===== config.mk =====
export PLATFORM = sky130hd
export DESIGN_NAME = quad_split_sched
export DESIGN_NICKNAME = d
export VERILOG_FILES = /design/src/rtl/quad_split_sched.sv
export SDC_FILE = /design/constraint.sdc
export NUM_CORES = 1
export LEC_CHECK = 0
export ABC_AREA = 1
export BUFFER_PORTS_ARGS = -buffer_cell sky130_fd_sc_hd__buf_2
export CORE_MARGIN = 4
export CORE_UTILIZATION = 58
export DETAILED_ROUTE_END_ITERATION = 7
export PLACE_DENSITY_LB_ADDON = 0.12
export SLEW_MARGIN = 0
export SYNTH_ARGS = -nofsm -noshare
export SYNTH_HDL_FRONTEND = slang
export SYNTH_SLANG_ARGS = --single-unit

===== constraint.sdc =====
create_clock -name I_clk -period 2.88 [get_ports I_clk]
set_input_delay 0.288 -clock I_clk [delete_from_list [all_inputs] [get_ports I_clk]]
set_output_delay 0.288 -clock I_clk [all_outputs]
set_load 0.02 [all_outputs]

===== src/rtl/quad_split_sched.sv =====
// Read scheduler for the four-screen split display: tracks vs/de timing,
// issues a one-hot read request to the source owning the current quadrant,
// and delays the quadrant index by the sources' read latency for the
// output mux. Error pulses are informational and never alter the schedule.
//
// Handshake: there is no back-pressure. O_rd_req is a one-cycle strobe
// that the sources must accept unconditionally, and O_sel_vld marks the
// cycle in which the matching pixel data is present at the mux.
module quad_split_sched #(
  parameter int H_ACT = 1920,
  parameter int V_ACT = 1080,
  parameter int LAT   = 6,
  parameter int CW    = 12
) (
  input  logic          I_clk,
  input  logic          I_rst_n,
  input  logic          I_vs,
  input  logic          I_hs,
  input  logic          I_de,
  input  logic          I_en,
  output logic [3:0]    O_rd_req,
  output logic [CW-1:0] O_x,
  output logic [CW-1:0] O_y,
  output logic [1:0]    O_sel,
  output logic          O_sel_vld,
  output logic          O_frame_start,
  output logic          O_line_err,
  output logic          O_frame_err,
  output logic [1:0]    O_dbg_state
);

  typedef enum logic [1:0] {
    WAIT_VS = 2'd0,
    RUN     = 2'd1,
    SKIP    = 2'd2
  } state_t;

  localparam logic [CW-1:0] H_ACT_C  = CW'(H_ACT);
  localparam logic [CW-1:0] V_ACT_C  = CW'(V_ACT);
  localparam logic [CW-1:0] H_HALF   = CW'(H_ACT / 2);
  localparam logic [CW-1:0] V_HALF   = CW'(V_ACT / 2);
  localparam logic [CW-1:0] CNT_MAX  = '1;

  state_t          state_q, state_d;
  logic            vs_q, de_q;
  logic [CW-1:0]   x_q, x_d, y_q, y_d;
  logic [3:0]      rd_req_q, rd_req_d;
  logic [CW-1:0]   ox_q, ox_d, oy_q, oy_d;
  logic            fs_q, fs_d, le_q, le_d, fe_q, fe_d;
  logic [1:0]      sel_q [LAT];
  logic [1:0]      sel_d [LAT];
  logic [LAT-1:0]  vld_q, vld_d;

  logic            vs_rise, de_fall, active, run_now;
  logic [CW-1:0]   cx, cy;
  logic [1:0]      quad;

  // Edge detection and the coordinates of the pixel sampled this cycle;
  // a vs edge takes priority, so a coincident de pixel is x=0,y=0.
  always_comb begin
    vs_rise = I_vs & ~vs_q;
    de_fall = ~I_de & de_q;
    active  = vs_rise | (state_q != WAIT_VS);
    run_now = vs_rise ? I_en : (state_q == RUN);
    cx      = vs_rise ? '0 : x_q;
    cy      = vs_rise ? '0 : y_q;
    quad    = {cy >= V_HALF, cx >= H_HALF};
  end

  // Next-state, counters, request generation and error flags.
  always_comb begin
    state_d  = state_q;
    x_d      = x_q;
    y_d      = y_q;
    rd_req_d = '0;
    ox_d     = ox_q;
    oy_d     = oy_q;
    fs_d     = 1'b0;
    le_d     = 1'b0;
    fe_d     = 1'b0;
    if (vs_rise) begin
      fs_d    = 1'b1;
      fe_d    = (state_q != WAIT_VS) && (y_q != V_ACT_C);
      state_d = I_en ? RUN : SKIP;
      x_d     = '0;
      y_d     = '0;
    end
    if (active) begin
      if (I_de) begin
        x_d = (cx == CNT_MAX) ? cx : cx + 1'b1;
        if (run_now) begin
          rd_req_d = 4'b0001 << quad;
          ox_d     = cx;
          oy_d     = cy;
        end
      end else if (de_fall && !vs_rise) begin
        le_d = (x_q != H_ACT_C);
        x_d  = '0;
        y_d  = (y_q == CNT_MAX) ? y_q : y_q + 1'b1;
      end
    end
  end

  // Select pipeline: the registered request is re-encoded to a quadrant
  // index and delayed so it lines up with the returning pixel data.
  always_comb begin
    sel_d[0] = {rd_req_q[3] | rd_req_q[2], rd_req_q[3] | rd_req_q[1]};
    vld_d    = vld_q;
    vld_d[0] = |rd_req_q;
    for (int i = 1; i < LAT; i++) begin
      sel_d[i] = sel_q[i-1];
      vld_d[i] = vld_q[i-1];
    end
  end

  // State and datapath registers.
  always_ff @(posedge I_clk or negedge I_rst_n) begin
    if (!I_rst_n) begin
      state_q  <= WAIT_VS;
      vs_q     <= 1'b0;
      de_q     <= 1'b0;
      x_q      <= '0;
      y_q      <= '0;
      rd_req_q <= '0;
      ox_q     <= '0;
      oy_q     <= '0;
      fs_q     <= 1'b0;
      le_q     <= 1'b0;
      fe_q     <= 1'b0;
      vld_q    <= '0;
      for (int i = 0; i < LAT; i++) sel_q[i] <= '0;
    end else begin
      state_q  <= state_d;
      vs_q     <= I_vs;
      de_q     <= I_de;
      x_q      <= x_d;
      y_q      <= y_d;
      rd_req_q <= rd_req_d;
      ox_q     <= ox_d;
      oy_q     <= oy_d;
      fs_q     <= fs_d;
      le_q     <= le_d;
      fe_q     <= fe_d;
      vld_q    <= vld_d;
      for (int i = 0; i < LAT; i++) sel_q[i] <= sel_d[i];
    end
  end

  assign O_rd_req      = rd_req_q;
  assign O_x           = ox_q;
  assign O_y           = oy_q;
  assign O_sel         = sel_q[LAT-1];
  assign O_sel_vld     = vld_q[LAT-1];
  assign O_frame_start = fs_q;
  assign O_line_err    = le_q;
  assign O_frame_err   = fe_q;
  assign O_dbg_state   = state_q;

  // hs carries no information the scheduler needs.
  logic unused_hs;
  assign unused_hs = I_hs;

endmodule


==> impl_metrics.toml <==
[synth]
synth_top_cell_area_share = 0.499
syn_area_um2 = 3860
synth_edf_count = 0
muxShareOfSynthArea = 0
ys_warn_count = 0
yosys.area_share.simple = 0.309
syn_inst = 449
yosysMostFrequentCell = "nand2_1"
synth_fa_ha_area_frac = 0.0130
synth_top_cell_by_area = "dfrtp_1"
synth_cell_types = 37
synth_top_family_by_area = "simple AND/OR/NAND/NOR gates"
ys_async_sr_fraction = 1.00
synth-seq-cells = 77
synth_xor_area_frac = 0.00908
synth-seq-area-share = 0.499
netlist_top_cells_count = "134 x nand2_1, 77 x dfrtp_1, 46 x inv_1"
synth_area_leaders = "dfrtp_1 50%, nand2_1 13%, inv_1 4.5%, o21ai_2 4.3%, nor2_1 3.8%"
synth_compound_area_frac = 0.0869
avgSynthCellArea_um2 = 8.60
synth_nets = 459
ys.flop_type = "dfrtp_1"

[floorplanning]
core_area_um2 = 6420
start_util = 0.601
die_area_um2 = 8020
pin_count = 42
fp.dieW_um = 89.6
floorplan.rows = 29
die_h_um = 89.6

[finish]
fillers = 557
drive_gt1_frac = 0.227
fin_util = 0.663
stdcell_count = 574
syn_to_final_growth_pct = 10.3
diodes = 0
layout.nets = 502

[timing]
period_share = 0.777
clock.fmax_mhz = 447
tightest_slew_ns = 0.941
fin_skew_ns = 0.0109
layout_setup_ws_ns = 0.643
fin_tns_setup_ns = 0
rsz0062_at_grt = "false"
hold_viol = 0
timing.slew.headroom = 0.373
finalMaxSlewViolations = 0
finalCriticalPeriod_ns = 2.24
setup_violations = 0

[route]
drc = 0
vias = 3055
wl_per_cell_um = 14.6
drtIter0Drc = 174
antenna_left = 0
via_per_inst = 5.32
wl_mm = 8.38
dr.pass1.iters = 5

[cts]
cts_setup_buffers = 0
root_buffer = "clkbuf_8"
ctsHoldBuffers = 0
cts_buffers = 9
htree_levels = 3
clock_latency_ns = 0.35
clk_pin_slew_ns = 0.09
cts.path.max_buffers = 2
clkSinkCount = 77
cts-resized-gates = 0
cts_tree = "yes"

[min_path]
min_path_type = "in -> async"

[placed_design]
pre_cts_ws_ns = 0.653
hpwl_mm = 5.97
portBuffers = 40
place.gp.congestion = 0.887
post-place-cells = 558

[setup_path]
crit_chain = "inv_2 -> nand2_4 -> nand2_1 -> inv_1 -> ha_1 -> nand2_1 -> inv_1 -> nand3_1 -> nor2_1 -> nand3_2 -> nand2_1 -> o21ai_0 -> nand3_1 -> nand2_1"
slowest_stage = "dfrtp_1"
cp_max_fo = 16
reg2reg_slack_ns = 0.64
required_ns = 3.13
critPathMaxStageDelay_ns = 0.41
path_class = "reg -> reg"
crit_top_cell = "nand2_1"
worst-path-buf-inv = 3
cp_top_family = "simple AND/OR/NAND/NOR gates"
crit_arrival_ns = 2.49
critPathLaunchType = "flop"
end_kind = "flop"

[global_routing]
grt_max_degree = 78
gr-total-overflow = 0
track_usage = 0.233
first_global_vias = 2793
antenna_found_initial = 0
grt_pass1_wl_mm = 13.9

[pwr]
leakage_nw = 2.29
ir_drop_uv = 345
power_density_nw_per_um2 = 551

[flow_run]
cap_violations = 0

[run_status]
status = "completed"
## worst reg2reg max path: stages, from the launching register on
cell	delay, ns
dfrtp_1	0.41
inv_2	0.06
nand2_4	0.19
nand2_1	0.15
inv_1	0.12
ha_1	0.22
nand2_1	0.10
inv_1	0.06
nand3_1	0.11
nor2_1	0.15
nand3_2	0.16
nand2_1	0.18
o21ai_0	0.09
nand3_1	0.08
nand2_1	0.06
## metrics by stage
step / total power [mW] / cell area (um2) / hold slack [ns]
after CTS: 2.37 / 4260 / 0.108
after floorplan: 1.49 / 3860 / -0.00759
after global routing: 2.47 / 4260 / 0.109
after detailed placement: 1.60 / 4070 / 0.336
final: 2.35 / 4260 / 0.0485
after global placement: 1.60 / 4070 / 0.332
## cell type report
| cell class | instances | area, um2 | area share |
|---|---|---|---|
| Multi-Input combinational cell | 308 | 1610 | 0.379 |
| Timing Repair Buffer | 41 | 210 | 0.0494 |
| Sequential cell | 77 | 1930 | 0.453 |
| Clock buffer | 9 | 124 | 0.0291 |
| Tap cell | 77 | 96.3 | 0.0226 |
| Inverter | 55 | 226 | 0.0532 |
| Clock inverter | 7 | 61.3 | 0.0144 |
## final timing paths
path / start / to / cells after the start
hold reg to reg: sel_d[2] / sel_d[0] / 0
max in group asynchronous: I_rst_n / O_x[5] / 1
setup / recovery: vs_q / x_q[7] / 14
min in group I_clk: I_vs / vs_q / 1
setup reg to reg: vs_q / x_q[7] / 14
hold / removal: I_rst_n / O_x[9] / 1
## registers in the layout, indices dropped and copies added (netlist names)
name and flops:
sel_d 10, O_sel 2, vld_q 6, O_line_err 1, de_q 1, O_frame_err 1, O_rd_req 4, x_q 12
O_y 12, O_frame_start 1, O_dbg_state 2, vs_q 1, y_q 12, O_x 12
## report_power, final
| group | leakage [nW] | total (mW) | internal [mW] | switching, mW |
|---|---|---|---|---|
| Clock | 0.0892 | 0.769 | 0.331 | 0.439 |
| Sequential | 1.05 | 1.20 | 1.15 | 0.0487 |
| Combinational | 1.16 | 0.376 | 0.109 | 0.267 |
## per-layer routing
metal,vias to the layer above,wire [um],global-route usage
met1,1428,4170,0.357
li1,1522,-,-
met5,-,0,0
met3,14,519,0.0511
met2,91,3550,0.324
met4,0,130,0.0785
## placed cells by master (no fill, tap or decap), types with 3 or more instances in the layout
master      n
nor2_1     39
nor2_4      4
nand3_2     3
o21ai_1     4
nand4_1    14
nand3_1    29
ha_1        4
clkbuf_8    9
xor2_1      3
inv_2       5
buf_2      39
o21ai_2    19
dfrtp_1    77
o21ai_0     9
inv_1      46
inv_6       4
nand2_2     5
inv_4       3
nand2_4     4
o211ai_1    3
a21oi_1     7
nor2_2      6
nor3_1      6
nand2_1   134
## logic make-up (layout without fill, tap and decap cells)
| kind of cell | after synthesis | count (layout) |
|---|---|---|
| flops | 77 | 77 |
| compound gates | 48 | 48 |
| simple gates | 252 | 252 |
| buf+inv | 64 | 112 |
| xor+xnor | 4 | 4 |
| fa+ha+maj | 4 | 4 |
Power figures use the tool's default switching activity.
